`src/rtl/mem_arbiter_pkg.sv`:
```
// rtl/mem_arbiter_pkg.sv - shared width codes, FSM states and owner constants for mem_arbiter
package mem_arbiter_pkg;

   localparam logic [2:0] LB  = 3'b000;
   localparam logic [2:0] LH  = 3'b001;
   localparam logic [2:0] LW  = 3'b010;
   localparam logic [2:0] LBU = 3'b100;
   localparam logic [2:0] LHU = 3'b101;

   typedef enum logic [1:0] {
      ST_IDLE = 2'd0,
      ST_RD   = 2'd1,
      ST_WR   = 2'd2
   } state_e;

   typedef enum logic {
      OWN_IF = 1'b0,
      OWN_MA = 1'b1
   } owner_e;

   // Width code 11 is illegal and runs as a full word.
   function automatic logic [2:0] byte_count(input logic [1:0] w);
      case (w)
         2'b00:   return 3'd1;
         2'b01:   return 3'd2;
         default: return 3'd4;
      endcase
   endfunction

endpackage

```
`src/rtl/mem_arbiter_load_ext.sv`:
```
// rtl/mem_arbiter_load_ext.sv - sign/zero extension of a little-endian raw load word
module mem_arbiter_load_ext
   import mem_arbiter_pkg::*;
(
   input  logic [31:0] raw_i,
   input  logic [2:0]  width_i,
   output logic [31:0] data_o
);

   always_comb begin
      case (width_i)
         LB:      data_o = {{24{raw_i[7]}}, raw_i[7:0]};
         LH:      data_o = {{16{raw_i[15]}}, raw_i[15:0]};
         LBU:     data_o = {24'd0, raw_i[7:0]};
         LHU:     data_o = {16'd0, raw_i[15:0]};
         default: data_o = raw_i;
      endcase
   end

endmodule

```
`src/rtl/mem_arbiter.sv`:
```
// rtl/mem_arbiter.sv - byte-serial RAM port arbiter between IF fetch and MA load/store
module mem_arbiter
   import mem_arbiter_pkg::*;
#(
   parameter int ADDR_W = 32
) (
   input  logic              clk,
   input  logic              rst,
   input  logic              rdy,
   input  logic              if_req,
   input  logic [ADDR_W-1:0] if_addr,
   input  logic              if_flush,
   output logic [31:0]       if_data,
   output logic              if_done,
   input  logic              ma_req,
   input  logic              ma_we,
   input  logic [2:0]        ma_width,
   input  logic [ADDR_W-1:0] ma_addr,
   input  logic [31:0]       ma_wdata,
   output logic [31:0]       ma_rdata,
   output logic              ma_done,
   input  logic [7:0]        mem_din,
   output logic [7:0]        mem_dout,
   output logic [ADDR_W-1:0] mem_a,
   output logic              mem_wr
);

   state_e            state_q;
   owner_e            own_q;
   logic [2:0]        cnt_q, n_q;
   logic [31:0]       cap_q, cap_d, ext_d;
   logic [31:0]       if_data_q, ma_rdata_q;
   logic [ADDR_W-1:0] mem_a_q;
   logic [7:0]        mem_dout_q, din_hold_q, din_d, wbyte_d;
   logic              mem_wr_q, if_done_q, ma_done_q, adv_q;
   logic              take_ma, take_if;
   logic [1:0]        rd_idx, wr_idx;

   // While frozen the RAM keeps re-sampling mem_a, so keep the byte that arrived for the last advancing edge.
   always_ff @(posedge clk) begin
      if (rst) begin
         adv_q      <= 1'b0;
         din_hold_q <= '0;
      end else begin
         adv_q <= rdy;
         if (adv_q) din_hold_q <= mem_din;
      end
   end

   assign din_d = adv_q ? mem_din : din_hold_q;

   always_comb begin
      rd_idx  = cnt_q[1:0] - 2'd1;
      wr_idx  = cnt_q[1:0] + 2'd1;
      cap_d   = cap_q;
      if (cnt_q != 3'd0) cap_d[{rd_idx, 3'b000} +: 8] = din_d;
      wbyte_d = ma_wdata[{wr_idx, 3'b000} +: 8];
      take_ma = ma_req & ~(if_done_q | ma_done_q);
      take_if = if_req & ~if_flush & ~ma_req & ~(if_done_q | ma_done_q);
   end

   mem_arbiter_load_ext u_load_ext (
      .raw_i   (cap_d),
      .width_i (ma_width),
      .data_o  (ext_d)
   );

   always_ff @(posedge clk) begin
      if (rst) begin
         state_q    <= ST_IDLE;
         own_q      <= OWN_IF;
         cnt_q      <= '0;
         n_q        <= '0;
         cap_q      <= '0;
         mem_a_q    <= '0;
         mem_dout_q <= '0;
         mem_wr_q   <= 1'b0;
         if_data_q  <= '0;
         ma_rdata_q <= '0;
         if_done_q  <= 1'b0;
         ma_done_q  <= 1'b0;
      end else if (rdy) begin
         if_done_q <= 1'b0;
         ma_done_q <= 1'b0;
         mem_wr_q  <= 1'b0;
         case (state_q)
            ST_IDLE: begin
               cnt_q <= '0;
               if (take_ma) begin
                  own_q   <= OWN_MA;
                  n_q     <= byte_count(ma_width[1:0]);
                  mem_a_q <= ma_addr;
                  if (ma_we) begin
                     state_q    <= ST_WR;
                     mem_dout_q <= ma_wdata[7:0];
                     mem_wr_q   <= 1'b1;
                  end else begin
                     state_q <= ST_RD;
                  end
               end else if (take_if) begin
                  own_q   <= OWN_IF;
                  n_q     <= 3'd4;
                  mem_a_q <= if_addr;
                  state_q <= ST_RD;
               end
            end
            ST_RD: begin
               if (own_q == OWN_IF && if_flush) begin
                  state_q <= ST_IDLE;
                  cnt_q   <= '0;
               end else begin
                  cap_q <= cap_d;
                  if (cnt_q + 3'd1 < n_q) mem_a_q <= mem_a_q + ADDR_W'(1);
                  if (cnt_q == n_q) begin
                     state_q <= ST_IDLE;
                     cnt_q   <= '0;
                     if (own_q == OWN_IF) begin
                        if_data_q <= cap_d;
                        if_done_q <= 1'b1;
                     end else begin
                        ma_rdata_q <= ext_d;
                        ma_done_q  <= 1'b1;
                     end
                  end else begin
                     cnt_q <= cnt_q + 3'd1;
                  end
               end
            end
            ST_WR: begin
               if (cnt_q + 3'd1 == n_q) begin
                  state_q   <= ST_IDLE;
                  cnt_q     <= '0;
                  ma_done_q <= 1'b1;
               end else begin
                  cnt_q      <= cnt_q + 3'd1;
                  mem_a_q    <= mem_a_q + ADDR_W'(1);
                  mem_dout_q <= wbyte_d;
                  mem_wr_q   <= 1'b1;
               end
            end
            default: state_q <= ST_IDLE;
         endcase
      end
   end

   assign if_data  = if_data_q;
   assign if_done  = if_done_q;
   assign ma_rdata = ma_rdata_q;
   assign ma_done  = ma_done_q;
   assign mem_dout = mem_dout_q;
   assign mem_a    = mem_a_q;
   assign mem_wr   = mem_wr_q & rdy;

endmodule

```
`config.mk`:
```
export PLATFORM = sky130hd
export DESIGN_NAME = mem_arbiter
export DESIGN_NICKNAME = d
export VERILOG_FILES = /design/src/rtl/mem_arbiter_pkg.sv /design/src/rtl/mem_arbiter_load_ext.sv /design/src/rtl/mem_arbiter.sv
export SDC_FILE = /design/constraint.sdc
export NUM_CORES = 1
export LEC_CHECK = 0
export CORE_UTILIZATION = 40
export CTS_CLUSTER_DIAMETER = 50
export CTS_CLUSTER_SIZE = 16
export DETAILED_ROUTE_END_ITERATION = 8
export GPL_TIMING_DRIVEN = 0
export PLACE_DENSITY = 0.67
export RECOVER_POWER = 50
export SLEW_MARGIN = 20
export SYNTH_ARGS = -nofsm -noshare
export SYNTH_HDL_FRONTEND = slang
export SYNTH_SLANG_ARGS = --single-unit
```
`constraint.sdc`:
```
create_clock -name clk -period 5.55 [get_ports clk]
set_clock_uncertainty 0.15 [all_clocks]
set_input_delay 0.8325 -clock clk [delete_from_list [all_inputs] [get_ports clk]]
set_output_delay 0.8325 -clock clk [all_outputs]
set_load 0.01 [all_outputs]
```
-- Yosys cells after proc, flatten, opt, wreduce, memory -nomap -nowiden
Cells that the tools add are included.
- magnitude comparators: 1
- reductions and logical operators: 16
- shift-type cells: 3
- bitwise operators: 11
- add/subtract/negate cells: 5
- multiplexer cells: 43
- equal/unequal tests: 16
- operators by type and width (operator ; count):
    32-bit 2-to-1 mux ; 6
    32-bit case mux with 4 select lines ; 1
    32-bit case mux with 3 select lines ; 1
    32-bit by 1-bit adder with 32-bit output, second input constant ; 1
    32-bit bitwise mux ; 1
    8-bit 2-to-1 mux ; 4
    8-bit by 7-bit variable shift with 32-bit output, first input constant ; 1
    32-bit by 6-bit variable part select with 8-bit output ; 1
    8-bit by 7-bit variable part select with 32-bit output ; 1
    8-bit case mux with 2 select lines ; 1
    3-bit 2-to-1 mux ; 5
    5-bit AND reduction ; 3
    1-bit 2-to-1 mux ; 13
    2-bit 2-to-1 mux ; 6
    2-bit != test, second input constant ; 6
    3-bit case mux with 3 select lines ; 1
    5-bit negator with 7-bit output ; 1
    3-bit equality test ; 2
    3-bit equality test, second input constant ; 2
    3-bit != test, second input constant ; 2
    2-bit case mux with 3 select lines ; 1
    3-bit case mux with 2 select lines ; 1
    3-bit AND reduction ; 2
    6-bit AND reduction ; 1
    18 further kinds ; 31
- word-level logic and storage cells: 109
- bits in registers: 157
- input bits: 114
- output and inout port bits: 107

-- Depth between registers and ports, before layout
- depth in word-level cells: 7
- mapped depth: 12
- gate-level depth less buffers: 9

-- Cells and area by module
Synthesis repeated with hierarchy kept, for this count alone.
- cells, all modules: 1042
- area, all modules: 8179.1 µm²
- modules (own cells, without submodules) (module ; cells an instance ; sequential area each (µm²) ; times used ; area each (µm²)):
    mem_arbiter ; 975 ; 3143.0 ; 1 ; 7823.8
    mem_arbiter_load_ext ; 67 ; 0.0 ; 1 ; 355.3

-- Worst setup path after synthesis
Ideal clock, no wire load.
- path kind: register -> register
- start: register cnt_q[0]
- end: register mem_a_q[27] (netlist: mem_a[27])
- path buffers: 3
- arrival: 2.968 ns
- setup time: 0.132 ns
- required time: 5.268 ns
- period minus slack after synthesis: 3.250 ns
- setup slack: 2.300 ns
- stages on the path, launching flop included: 13
- cells stage by stage: dfxtp_1 > clkbuf_1 > inv_1 > ha_1 > ha_1 > nor2b_1 > o21a_1 > o32a_1 > a211o_1 > clkbuf_1 > clkbuf_1 > o21ai_0 > a21oi_1
- cells in the longest elaborated chain, start to end: 4
- RTL lines (what ; line ; source):
    start: declaration ; mem_arbiter.sv:30 ; logic [2:0] cnt_q, n_q;
    start signal: assignment ; mem_arbiter.sv:125 ; cnt_q <= cnt_q + 3'd1;
    start signal: assignment ; mem_arbiter.sv:135 ; cnt_q <= cnt_q + 3'd1;
    3-bit by 1-bit adder with 3-bit output * ; mem_arbiter.sv:113, mem_arbiter.sv:130 ;
    3-bit less-than comparator / 3-bit equality test (equally long branches) ; mem_arbiter.sv:113, mem_arbiter.sv:130 ;
    2-bit != test (no source line) ; n/a ;
    6-bit AND reduction (no source line) * ; n/a ;
    end signal: assignment ; mem_arbiter.sv:103 ; mem_a_q <= if_addr;
    end signal: assignment ; mem_arbiter.sv:113 ; if (cnt_q + 3'd1 < n_q) mem_a_q <= mem_a_q + ADDR_W'(1);
    end signal: assignment ; mem_arbiter.sv:136 ; mem_a_q <= mem_a_q + ADDR_W'(1);
    end: declaration ; mem_arbiter.sv:33 ; logic [ADDR_W-1:0] mem_a_q;
Every way passes the cells marked *; elsewhere a longest branch is shown, timed or not.
A chain may end at the register's enable or synchronous reset.

-- Worst setup path in the final report
- start: register cnt_q[0]
- end: register ma_rdata_q[22] (netlist: ma_rdata[22])
- cells in the longest elaborated chain, start to end: 6
- RTL lines (what ; line ; source):
    2-bit by 1-bit subtractor with 2-bit output ; mem_arbiter.sv:53 ; rd_idx = cnt_q[1:0] - 2'd1;
    5-bit negator with 7-bit output ; mem_arbiter.sv:56 ; if (cnt_q != 3'd0) cap_d[{rd_idx, 3'b000} +: 8] = din_d;
    8-bit by 7-bit variable part select with 32-bit output / 8-bit by 7-bit variable shift with 32-bit output (equally long branches) ; mem_arbiter.sv:56 ;
    32-bit bitwise mux ; mem_arbiter.sv:56 ;
    32-bit 2-to-1 mux ; mem_arbiter.sv:56 ;
    32-bit case mux with 4 select lines ; mem_arbiter_load_ext.sv:11 ; case (width_i)
    end signal: assignment ; mem_arbiter.sv:121 ; ma_rdata_q <= ext_d;
    end: declaration ; mem_arbiter.sv:32 ; logic [31:0] if_data_q, ma_rdata_q;
Several ways; a longest one is shown, not always the timed one.

==> impl_metrics.yaml <==
grt:
  grt_pass1_vias: 7685
  use_met1_pct: 36.3
  grt_pass1_wl_um: 41400
  grt_usage_pct: 27.1
  met3_usage_pct: 5.64
  antenna_found_initial: 0
  grt_overflow: 0
  grt_max_degree: 18
  busiest_layer: "met2"
  met2_usage_pct: 42.9
logic_synthesis:
  ys_seq_area_share_pct: 41.6
  synth.distinct_cells: 57
  synth_compound_area_share_pct: 28.3
  synth_ff_type: "dfxtp_1"
  synthArstFlopShare_pct: 0
  synthSimpleGateAreaFrac_pct: 19.8
  mappedNetlistNets: 1058
  muxShareOfSynthArea_pct: 3.34
  synth_area_leaders: "dfxtp_1 42%, a21oi_1 6.5%, nor2_1 6.1%"
  syn_area_per_cell_um2: 8.12
  synth_top_area_cell: "dfxtp_1"
  yosys-top-cells-count: "157 x dfxtp_1, 122 x nor2_1, 98 x a21oi_1, 87 x nand2_1, 55 x a211oi_1"
  synth_edf_count: 0
  yosys.cell_count.top_type: "dfxtp_1"
  syn_inst: 931
  yosysWarnings: 0
  synth_top_area_share_pct: 41.6
  synthAdderAreaFrac_pct: 2.15
  synth_area_mm2: 0.00756
  synth_xor_area_share_pct: 0.348
  synth_top_family_by_area: "compound AO/OA/AOI/OAI gates"
  ys_seq_elements: 157
hold_path:
  hold_path_class: "flop to flop"
  hold_path_depth: 1
  hold_end: "cap_q[3]"
  min_from: "cap_q[3]"
pwr:
  power_density_mw_per_mm2: 273
  ir_drop_uv: 265
  power_leakage_nw: 4.18
detailed_routing:
  drtIter0Drc: 555
  drt-vias-per-instance: 5.69
  drc: 0
  first_pass_iters: 5
  vias: 8026
  ant_nets: 0
  wl_per_cell_um: 18.5
  wl_um: 26100
floorplanning:
  start_util_pct: 41.4
  fp.dieW_um: 139
  core_mm2: 0.0183
  die_area_mm2: 0.0195
  fp-row-count: 49
  die_h_um: 139
  io_pins: 221
setup_path:
  crit_path_start_kind: "flop"
  reg2reg_from: "cnt_q[0]"
  cp_max_fo: 11
  r2r_cells: 10
  critPathLaunch: "cnt_q[0]"
  crit_path_end_kind: "flop"
  worstPathRequired_ps: 5760
  crit_arrival_ps: 4250
  r2r_end: "ma_rdata[22]"
  r2r_setup_slack_ps: 1510
  path_class: "flop to flop"
placement:
  place_area_mm2: 0.0100
  io_buffers: 218
  gp_congestion: 0.905
  dp_hpwl_um: 19700
  place_ws_ps: 1580
sta:
  fmax_mhz: 248
  setup_slack_ps: 1510
  fin_crit_ps: 4040
  setup_viol: 0
  slew_violations: 0
  final.setup.tns_ps: 0
  hold_viol_final: 0
  rsz0062_at_grt: "no"
  holdWs_ps: 320
  max-slew-margin-rel_pct: 33.9
  timing.final.crit_share_pct: 72.8
  worst_slew_pin_slew_ps: 984
clock_network:
  path_clk_slew_ps: 70
  cts.sink_count: 157
  htreeDepth: 4
  clock_tree.buffer_depth: 2
  cts_tree: "built"
  cts_made_buffers: 17
  cts_root_buf: "clkbuf_16"
  cts-resized-gates: 0
  worst_skew_pair.late_latency_ps: 440
  cts_setup_buffers: 0
  postCtsHoldBufs: 0
job:
  maxCapViolCount: 0
cells_and_area:
  drive_gt1_share_pct: 4.74
  fillCellCount: 1740
  final_nets: 1295
  antennaDiodeCount: 0
  area_delta_synth_final_pct: 40.1
  fin_area_mm2: 0.0106
run_status:
  status: "completed"
-- layer usage --
metal,routed length (µm),up-vias
li1,-,3877
met1,11800,3756
met2,11800,347
met3,1940,46
met4,585,0
met5,0,-
-- layout by cell type (no fill, tap or decap), drive strengths merged, types with 18 or more instances in the layout --
| cell | instances |
|---|---|
| a211oi | 55 |
| nand3 | 23 |
| a21oi | 98 |
| dlygate4sd3 | 108 |
| nor3 | 19 |
| dfxtp | 157 |
| o21ai | 53 |
| clkdlybuf4s50 | 110 |
| nand2b | 20 |
| inv | 26 |
| a22oi | 33 |
| o22a | 18 |
| clkbuf | 66 |
| nor2 | 122 |
| nand2 | 88 |
| mux2i | 23 |
-- stage by stage --
stage	cells	power (W)	utilization (%)
floorplan	931	0.00151	-
global placement	1378	0.00178	54.9
finish	1410	0.00289	58.0
global route	1410	0.00301	58.0
CTS	1410	0.00291	58.1
detailed placement	1378	0.00178	54.9
-- registers in the layout, indices dropped and copies added (netlist names) --
name / count
adv_q: 1
cap_q: 32
cnt_q: 3
din_hold_q: 8
if_data: 32
if_done: 1
ma_done: 1
ma_rdata: 32
mem_a: 32
mem_dout: 8
mem_wr_q: 1
n_q: 3
own_q: 1
state_q: 2
-- cell families (layout without fill, tap and decap cells) --
family          count (synthesis)  after routing
flops                         157            157
simple gates                  322            322
fa+ha+maj                      13             13
compound gates                325            325
mux                            25             25
xor+xnor                        3              3
buf+inv                        86            336
-- final cells by class --
type,instances,area (µm²),area share [%]
flip-flops and latches,157,3140,29.7
inverters,20,75.1,0.709
plain buffers,66,268,2.53
clock inverters,15,153,1.44
well taps,229,287,2.71
clock buffers,17,425,4.02
multi-input cells,688,4060,38.3
repair buffers,218,2180,20.6
-- worst max-delay path, stage by stage, from the launching register on --
cell and delay, ps:
dfxtp_1 600, clkbuf_1 430, inv_1 130, ha_1 250
nand2b_2 90, nand2_1 220, nor3_1 830, a22oi_1 360
o41a_2 550, buf_4 210, a21oi_1 140
-- how the worst max path moves through the flow --
stage / to / slack [ps] / cells after the start
floorplan: mem_a[27] / 2300 / 12
global placement: mem_a[27] / 1580 / 12
detailed placement: mem_a[16] / 1580 / 12
CTS: mem_a[16] / 1560 / 12
global route: ma_rdata[28] / 1250 / 10
finish: ma_rdata[22] / 1510 / 10
-- where the power goes --
part | leakage, nW | switching [W] | internal, W | total, W
clock network | 0.280 | 0.000545 | 0.000599 | 0.00114
registers | 1.27 | 0.0000532 | 0.00118 | 0.00124
logic | 2.63 | 0.000282 | 0.000232 | 0.000514
Note: power is estimated with default switching activity, not from simulation.
